===== src/rtl/fifo_enq_arbiter.sv =====
// fifo_enq_arbiter: round-robin, burst-locked sharing of one FIFO enqueue port
module fifo_enq_arbiter #(
  parameter int NREQ     = 4,
  parameter int DSIZE    = 8,
  parameter int IDW      = 2,
  parameter int MAXBURST = 8
) (
  input  logic                  wclk,
  input  logic                  wrst_n,
  input  logic [NREQ-1:0]       req_valid,
  input  logic [NREQ-1:0]       req_last,
  input  logic [NREQ*DSIZE-1:0] req_bits,
  output logic [NREQ-1:0]       req_ready,
  output logic                  enq_valid,
  output logic [DSIZE+IDW-1:0]  enq_bits,
  input  logic                  enq_ready,
  output logic [IDW-1:0]        grant_id,
  output logic                  busy
);
  typedef enum logic {IDLE, LOCKED} state_t;
  state_t state_q, state_d;
  logic [IDW-1:0] grant_q, grant_d, prio_q, prio_d, pick, idx;
  logic [7:0] beats_q, beats_d;
  logic found, xfer, rel;
  assign busy      = state_q == LOCKED;
  assign grant_id  = grant_q;
  assign enq_valid = busy && req_valid[grant_q];
  assign enq_bits  = {grant_q, req_bits[grant_q*DSIZE +: DSIZE]};
  assign xfer      = enq_valid && enq_ready;
  assign rel       = xfer && (req_last[grant_q] || beats_q == 8'(MAXBURST-1));
  // scan prio, prio+1, ... modulo NREQ so indices >= NREQ are never visited
  always_comb begin
    found = 1'b0;
    pick  = prio_q;
    idx   = prio_q;
    for (int k = 0; k < NREQ; k++) begin
      idx = IDW'((int'(prio_q) + k) % NREQ);
      if (!found && req_valid[idx]) begin
        found = 1'b1;
        pick  = idx;
      end
    end
  end
  always_comb begin
    req_ready = '0;
    req_ready[grant_q] = busy && enq_ready;
  end
  always_comb begin
    state_d = state_q;
    grant_d = grant_q;
    prio_d  = prio_q;
    beats_d = beats_q;
    if (!busy && found) begin
      state_d = LOCKED;
      grant_d = pick;
      beats_d = '0;
    end
    if (xfer) beats_d = beats_q + 8'd1;
    if (rel) begin
      state_d = IDLE;
      prio_d  = IDW'((int'(grant_q) + 1) % NREQ);
    end
  end
  always_ff @(posedge wclk or negedge wrst_n) begin
    if (!wrst_n) begin
      state_q <= IDLE;
      grant_q <= '0;
      prio_q  <= '0;
      beats_q <= '0;
    end else begin
      state_q <= state_d;
      grant_q <= grant_d;
      prio_q  <= prio_d;
      beats_q <= beats_d;
    end
  end
endmodule


===== config.mk =====
export PLATFORM = sky130hd
export DESIGN_NAME = fifo_enq_arbiter
export DESIGN_NICKNAME = d
export VERILOG_FILES = /design/src/rtl/fifo_enq_arbiter.sv
export SDC_FILE = /design/constraint.sdc
export NUM_CORES = 1
export LEC_CHECK = 0
export CORE_MARGIN = 2
export CORE_UTILIZATION = 38
export DETAILED_ROUTE_END_ITERATION = 10
export PLACE_DENSITY_LB_ADDON = 0.3
export RECOVER_POWER = 50
export SYNTH_ARGS = -nofsm -noshare
export SYNTH_HDL_FRONTEND = slang
export SYNTH_SLANG_ARGS = --single-unit

===== constraint.sdc =====
create_clock -name wclk -period 2.2 [get_ports wclk]
set_clock_uncertainty 0.15 [all_clocks]
set_input_delay 0.33 -clock wclk [delete_from_list [all_inputs] [get_ports wclk]]
set_output_delay 0.33 -clock wclk [all_outputs]
set_load 0.02 [all_outputs]

==> results of run 1 <==
-- area by class of cell --
cell class / instances / area [um2]
Tap cell: 31 / 38.79
Multi-Input combinational cell: 78 / 689.4
Clock buffer: 4 / 26.28
Fill cell: 220 / 922.1
Sequential cell: 13 / 326.6
Timing Repair Buffer: 73 / 691.9
Inverter: 4 / 15.01
-- worst max-delay path, delay by kind of cell (launching register included) --
family | cells | cell delay, ns
multiplexers | 1 | 0.49
flip-flops | 1 | 0.41
buffers and inverters | 2 | 0.49
-- metrics by stage --
stage	power (W)	instance area (um2)	setup TNS, ns	hold slack [ns]
6_report	0.001757	1788	0	0.3339
5_1_grt	0.001875	1788	0	0.4066
2_1_floorplan	0.001136	1061	0	-0.1156
3_5_place_dp	0.001672	1764	-1.230	0.3746
3_3_place_gp	0.001645	1764	-0.7453	0.3738
4_1_cts	0.001759	1779	0	0.2939
-- logic make-up after synthesis --
logic type | Yosys count | share of synthesized area
flops | 13 | 0.3066
mux | 13 | 0.2441
xor+xnor | 1 | 0.008256
buf+inv | 10 | 0.05069
simple gates | 42 | 0.2241
compound gates | 17 | 0.1073
fa+ha+maj | 5 | 0.05896
-- how the worst max path moves through the flow --
stage	cells past startpoint	end	slack, ns
CTS	6	beats_q[0]	0.02
finish	3	enq_bits[5]	0.04
global placement	4	enq_valid	-0.21
global route	3	enq_bits[5]	0.004
detailed placement	4	enq_valid	-0.21
floorplan	5	beats_q[3]	0.07
-- cells in the mapped netlist, types with 3 or more instances --
master | n | area [um2]
ha_1 | 5 | 62.56
nand3_1 | 4 | 20.02
a21oi_1 | 4 | 20.02
and3_1 | 8 | 50.05
a211o_1 | 3 | 26.28
mux2_2 | 3 | 33.78
nand2_1 | 7 | 26.28
nor2_1 | 7 | 26.28
nor3_1 | 4 | 20.02
inv_1 | 4 | 15.01
o21ai_0 | 4 | 20.02
mux4_2 | 10 | 225.2
dfrtp_1 | 13 | 325.3
-- state kept, by name, indices dropped and copies added, names as in the netlist --
name and count:
prio_q 2, beats_q 8, busy 1, grant_id 2
-- power by group --
part	switching (W)	internal (W)
combinational	0.000553	0.000632
sequential	0.000103	0.000312
clock	0.0000865	0.0000704
total	0.000743	0.00101
-- routing by layer --
layer	vias to the layer above	part of all wire	GRT usage
met1	513	0.41	0.2423
met4	0	0.0095	0.04983
met3	4	0.056	0.02304
li1	530	-	-
met5	-	0	0
met2	43	0.52	0.3688
-- repair_timing --
| action | 4_1_cts | 5_1_grt |
|---|---|---|
| setup endpoints to repair | 13 | 12 |
| pin swaps | 0 | 0 |
| resized for setup | 17 | 10 |
| setup buffers | 1 | 0 |
==> results.cfg, run 1 <==
[outcome]
status = finished clean

[timing]
fmax_mhz = 463.3
setup_viol = 0
setup_ws_ns = 0.04156
slew_headroom = 0.5979
worstMarginPinSlew_ns = 0.6012
report.final.slew_viol_count = 0
finalHoldViolations = 0
finalCritPeriodShare = 0.9811
grt_setup_unrepaired = no
fin_crit_ns = 2.158

[drt]
avgRoutedWirePerCell_um = 15.06
drc = 0
routed_wl_mm = 3.058
drtAntennaViolNets = 0
drtIter0Drc = 26
num_vias = 1090
drtPass1Iterations = 4
vias_per_cell = 5.369

[synth]
yosys.cell_types.count = 34
syn_area_um2 = 1061
syn_avg_cell_area_um2 = 10.51
ys_ff_latch = 13
synth_cells = 101
syn-num-nets = 149
ys_seq_area_frac = 0.3066
yosysWarnings = 0
ys.flop_type = dfrtp_1
synth_edf_count = 0
ys_async_sr_fraction = 1.000

[place]
io_buffers = 60
place_hpwl_mm = 2.504
dp_cells = 198
place_ws_ns = -0.2076
place.gp.congestion = 0.8116

[clocking]
htreeDepth = 1
cts_buffers = 3
cts.sink_count = 13
ctsHoldBuffers = 0
clkLatencyLatePin_ns = 0.28
clk_pin_slew_ns = 0.09
root_buffer = clkbuf_4
cts_buffer_depth = 2
cts_tree = done

[worst_setup_path]
start_kind = flip-flop
rr_startpoint = grant_id[0]
arrival_ns = 1.68
r2r_slack_ns = 0.11
critical_path_required_ns = 1.72
cp_slowest_cell = mux4_2
setup.worst_path.start = grant_id[0]
max_stage_delay_ns = 0.49
reg2reg_depth = 6
worst_setup_path_end_kind = primary output
critPathMaxFanout = 13
r2r_end = beats_q[3]
cp_cell_sequence = buf_12 -> mux4_2 -> dlygate4sd2_1
path_class = flip-flop to primary output

[floorplan]
core_um2 = 2710
die_w_um = 56.84
std_cell_rows = 19
die-area_um2 = 3231
fp.dieH_um = 56.84
initial_utilization = 0.3915
ios = 61

[finish]
synthToLayoutAreaGrowth_pct = 68.51
layout.nets = 221
instances_no_fill = 203
mostFrequentLayoutCells = clkdlybuf4s50_1 (42), dfrtp_1 (12), mux4_2 (10), buf_4 (10)
final_common_cell = clkdlybuf4s50_1
drive_gt1_frac = 0.1919
n_antenna_cell = 0
post-route-util = 0.6597

[global_route]
antenna_found_initial = 0
grt_start_max_net_pins = 14
grt_use_total = 0.1987
grt_pass1_wl_mm = 5.126
overflow = 0
grt_pass1_vias = 1109

[worst_hold_path]
worstHoldPathType = input pin to asynchronous set/reset pin

[power]
p_per_area_nw_per_um2 = 982.9
irDropWorstVdd_mv = 0.7094
p_leak_nw = 0.7775

[run]
max_cap_violations = 0
(Power assumes the default switching activity.)
==> run 2: changes to the inputs <==
--- a/config.mk
+++ b/config.mk
@@ -8,7 +8,7 @@
 export CORE_MARGIN = 2
 export CORE_UTILIZATION = 38
 export DETAILED_ROUTE_END_ITERATION = 10
-export PLACE_DENSITY_LB_ADDON = 0.3
+export PLACE_DENSITY_LB_ADDON = 0.12
 export RECOVER_POWER = 50
 export SYNTH_ARGS = -nofsm -noshare
 export SYNTH_HDL_FRONTEND = slang
==> results.cfg, run 2 (synthesis gave the netlist of run 1 again) <==
[drt]
drtAntennaViolNets = 0
drtPass1Iterations = 4
routed_wl_mm = 3.155
vias_per_cell = 5.439
num_vias = 1115
drtIter0Drc = 29
avgRoutedWirePerCell_um = 15.39
drc = 0

[floorplan]
ios = 61
fp.dieH_um = 56.84
die_w_um = 56.84
die-area_um2 = 3231
core_um2 = 2710
std_cell_rows = 19
initial_utilization = 0.3915

[clocking]
htreeDepth = 1
cts_tree = done
root_buffer = clkbuf_4
cts.sink_count = 13
cts_buffers = 3
clk_pin_slew_ns = 0.07
cts_buffer_depth = 2
ctsHoldBuffers = 0
clkLatencyLatePin_ns = 0.27

[outcome]
status = finished clean

[worst_setup_path]
r2r_end = beats_q[3]
path_class = flip-flop to primary output
start_kind = flip-flop
cp_cell_sequence = buf_12 -> mux4_2 -> dlygate4sd2_1
rr_startpoint = grant_id[0]
critPathMaxFanout = 15
cp_slowest_cell = mux4_2
critical_path_required_ns = 1.72
max_stage_delay_ns = 0.49
arrival_ns = 1.67
worst_setup_path_end_kind = primary output
reg2reg_depth = 6
r2r_slack_ns = 0.05

[timing]
fmax_mhz = 465.5
report.final.slew_viol_count = 0
tns_ns = 0
grt_setup_unrepaired = no
finalHoldViolations = 0
timing.hold.ws_ns = 0.3410
setup_viol = 0
worstMarginPinSlew_ns = 0.5881
setup_ws_ns = 0.05177
fin_crit_ns = 2.148
slew_headroom = 0.6066
finalCritPeriodShare = 0.9765

[power]
p_int_w = 0.001030
p_leak_nw = 0.7951
p_sw_frac = 0.4189
irDropWorstVdd_mv = 0.8065
p_seq_frac = 0.229
pwr-share-clk = 0.082
switchingPower_w = 0.0007424
comb_power_share = 0.689
p_per_area_nw_per_um2 = 982.2

[place]
io_buffers = 60
placed_area_um2 = 1792
place_hpwl_mm = 2.636
place_ws_ns = -0.2304
place.gp.congestion = 0.8922

[finish]
mostFrequentLayoutCells = clkdlybuf4s50_1 (45), dfrtp_1 (13), mux4_2 (10), buf_4 (9), and3_1 (8)
post-route-util = 0.6657
fin_area_um2 = 1804
drive_gt1_frac = 0.1839
final_common_cell = clkdlybuf4s50_1
n_antenna_cell = 0
layout.nets = 223
synthToLayoutAreaGrowth_pct = 70.05
largest_register = beats_q
largest_reg_flops = 8
fill_cells = 226

[global_route]
grt_pass1_wl_mm = 5.119
overflow = 0
grt_start_max_net_pins = 16
grt_pass1_vias = 1120
grt_use_total = 0.2036
antenna_found_initial = 0

[run]
max_cap_violations = 0

[worst_hold_path]
worstHoldPathType = input pin to asynchronous set/reset pin
-- run 2: final cells by class --
type | count | area, um2 | area share
Inverter | 4 | 15.01 | 0.008322
Clock buffer | 4 | 26.28 | 0.01456
Timing Repair Buffer | 75 | 716.9 | 0.3974
Sequential cell | 13 | 325.3 | 0.1803
Multi-Input combinational cell | 78 | 681.9 | 0.3779
Tap cell | 31 | 38.79 | 0.02150
-- run 2: metrics by stage --
step | total power, W | cells
after floorplan | 0.001136 | 101
after global placement | 0.001685 | 200
after detailed placement | 0.001716 | 200
after CTS | 0.001794 | 205
after global routing | 0.001891 | 205
final | 0.001772 | 205
-- run 2: per-layer routing --
| layer | up-vias | part of all wire | wire length [um] | GRT usage |
|---|---|---|---|---|
| met1 | 530 | 0.43 | 1342 | 0.2456 |
| met4 | 0 | 0.013 | 42 | 0.06645 |
| met5 | - | 0 | 0 | 0 |
| li1 | 530 | - | - | - |
| met2 | 50 | 0.46 | 1465 | 0.3405 |
| met3 | 5 | 0.096 | 304 | 0.06912 |
-- run 2: worst max-delay path: cells and delay by family (launching register included) --
| family | cells | cell delay (ns) |
|---|---|---|
| muxes | 1 | 0.49 |
| DFF | 1 | 0.39 |
| buffers and inverters | 2 | 0.50 |
-- run 2: repair_timing --
action	4_1_cts	5_1_grt
setup buffers	1	0
gates resized for setup	16	5
pin swaps	0	0
endpoints found under the setup margin	13	5
-- run 2: worst max-delay path by stage --
stage | depth (start not counted) | slack, ns | endpoint | start
floorplan | 5 | 0.07 | beats_q[3] | grant_id[0]
global placement | 4 | -0.21 | enq_valid | req_valid[3]
detailed placement | 4 | -0.23 | enq_valid | req_valid[2]
CTS | 3 | 0.01 | enq_bits[5] | grant_id[0]
global route | 3 | 0.005 | enq_bits[7] | grant_id[0]
finish | 3 | 0.05 | enq_bits[7] | grant_id[0]
-- run 2: power by group through the flow --
stage,logic (W),registers [W],clock network (W)
after floorplan,0.000719,0.000418,0
after global placement,0.00128,0.000408,0
after detailed placement,0.00130,0.000414,0
after CTS,0.00124,0.000406,0.000152
after global routing,0.00131,0.000424,0.000157
final,0.00122,0.000406,0.000145
==> run 3: changes to the inputs <==
==> constraint.sdc (replaced) <==
create_clock -name wclk -period 2.3 [get_ports wclk]
set_clock_uncertainty 0.15 [all_clocks]
set_input_delay 0.345 -clock wclk [delete_from_list [all_inputs] [get_ports wclk]]
set_output_delay 0.345 -clock wclk [all_outputs]
set_load 0.02 [all_outputs]
==> results.cfg, run 3 (synthesis gave the netlist of run 1 again) <==
[outcome]
status = finished clean

[drt]
vias_per_cell = 5.493
num_vias = 1115
routed_wl_mm = 2.953
drtIter0Drc = 19
drc = 0
avgRoutedWirePerCell_um = 14.55
drtAntennaViolNets = 0
drtPass1Iterations = 4

[floorplan]
die-area_um2 = 3231
fp.dieH_um = 56.84
ios = 61
die_w_um = 56.84
initial_utilization = 0.3915
core_um2 = 2710
std_cell_rows = 19

[worst_setup_path]
max_stage_delay_ns = 0.48
path_class = input pin to primary output
arrival_ns = 1.74
critPathMaxFanout = 2
start_kind = input pin
critical_path_required_ns = 1.80
worst_setup_path_end_kind = primary output
cp_slowest_cell = mux4_2
cp_cell_sequence = clkdlybuf4s50_1 -> mux4_2 -> and2_1 -> dlygate4sd2_1

[timing]
worstMarginPinSlew_ns = 0.6036
finalHoldViolations = 0
tns_ns = 0
fmax_mhz = 447.6
setup_viol = 0
timing.hold.ws_ns = 0.3516
finalCritPeriodShare = 0.9714
report.final.slew_viol_count = 0
grt_setup_unrepaired = no
fin_crit_ns = 2.234
slew_headroom = 0.5962

[finish]
drive_gt1_frac = 0.1628
synthToLayoutAreaGrowth_pct = 65.57
largest_register = beats_q
layout.nets = 221
n_antenna_cell = 0
fill_cells = 235
mostFrequentLayoutCells = clkdlybuf4s50_1 (46), dfrtp_1 (13), dlygate4sd2_1 (12), mux4_2 (10)
final_common_cell = clkdlybuf4s50_1
fin_area_um2 = 1757
largest_reg_flops = 8

[clocking]
clk_pin_slew_ns = 0.08
cts_buffers = 3
htreeDepth = 1
cts_tree = done
cts_buffer_depth = 2
cts.sink_count = 13
cts_resized = 12
root_buffer = clkbuf_4
ctsHoldBuffers = 0
clkLatencyLatePin_ns = 0.28
post-cts-setup-buffers = 0

[place]
place_hpwl_mm = 2.430
place.gp.congestion = 0.7967
placed_area_um2 = 1772
io_buffers = 60

[global_route]
grt_pass1_vias = 1047
grt_use_total = 0.1942
overflow = 0
antenna_found_initial = 0
grt_start_max_net_pins = 16
grt_pass1_wl_mm = 4.885

[run]
max_cap_violations = 0

[power]
p_leak_nw = 0.7740
irDropWorstVdd_mv = 0.6516
p_per_area_nw_per_um2 = 932.4

[worst_hold_path]
worstHoldPathType = input pin to asynchronous set/reset pin
[run 3: changes by cell type in the layout (fill, tap and decap cells not counted)]
cell	previous run	this run
dlygate4sd2_1	7	12
clkdlybuf4s15_1	5	0
buf_2	1	0
nand3_1	4	5
buf_4	9	8
clkdlybuf4s50_1	45	46
nand3_4	1	0
clkbuf_1	3	4
buf_12	2	1
dlygate4sd3_1	2	1
[run 3: area by class of cell]
class                      count  area (um2)  share of cell area
multi-input combinational     78       669.4              0.3811
timing repair buffer          73       681.9              0.3882
sequential                    13       325.3              0.1852
clock buffer                   4       26.28             0.01496
inverter                       4       15.01            0.008547
tap                           31       38.79             0.02208
[run 3: per-stage QoR]
step	power (W)	setup slack [ns]	instances	util
after global routing	0.001759	0.01880	203	0.6482
after CTS	0.001681	0.002643	203	0.6579
final	0.001638	0.06579	203	0.6482
after global placement	0.001589	-0.1435	199	0.6537
after detailed placement	0.001613	-0.1647	199	0.6537
after floorplan	0.001087	0.1666	101	-
[run 3: critical path, delay by kind of cell]
| kind | cells | cell delay (ns) |
|---|---|---|
| buffers and inverters | 2 | 0.75 |
| multiplexers | 1 | 0.48 |
| AND/OR/NAND/NOR | 1 | 0.17 |
[run 3: report_power, final]
group / switching [W] / total [W] / leakage, nW / internal [W]
combinational: 0.000526 / 0.00111 / 0.595 / 0.000583
clock: 0.0000761 / 0.000144 / 0.0150 / 0.0000675
sequential: 0.0000880 / 0.000385 / 0.164 / 0.000297
[run 3: metal layers]
| metal | vias to the layer above | global-route usage | wire, um |
|---|---|---|---|
| met5 | - | 0 | 0 |
| met4 | 0 | 0.04983 | 29 |
| met3 | 4 | 0.05300 | 256 |
| met2 | 45 | 0.3106 | 1328 |
| met1 | 535 | 0.2610 | 1338 |
| li1 | 531 | - | - |
[run 3: path summary, 6_finish.rpt]
check | slack [ns] | from | end | cells past startpoint
hold reg to reg | 0.41 | beats_q[1] | beats_q[1] | 2
min in group wclk | 0.41 | beats_q[1] | beats_q[1] | 2
setup / recovery | 0.07 | req_valid[3] | enq_valid | 4
hold / removal | 0.35 | wrst_n | beats_q[3] | 1
setup reg to reg | 0.24 | grant_id[0] | prio_q[1] | 5
max in group asynchronous | 1.25 | wrst_n | busy | 1
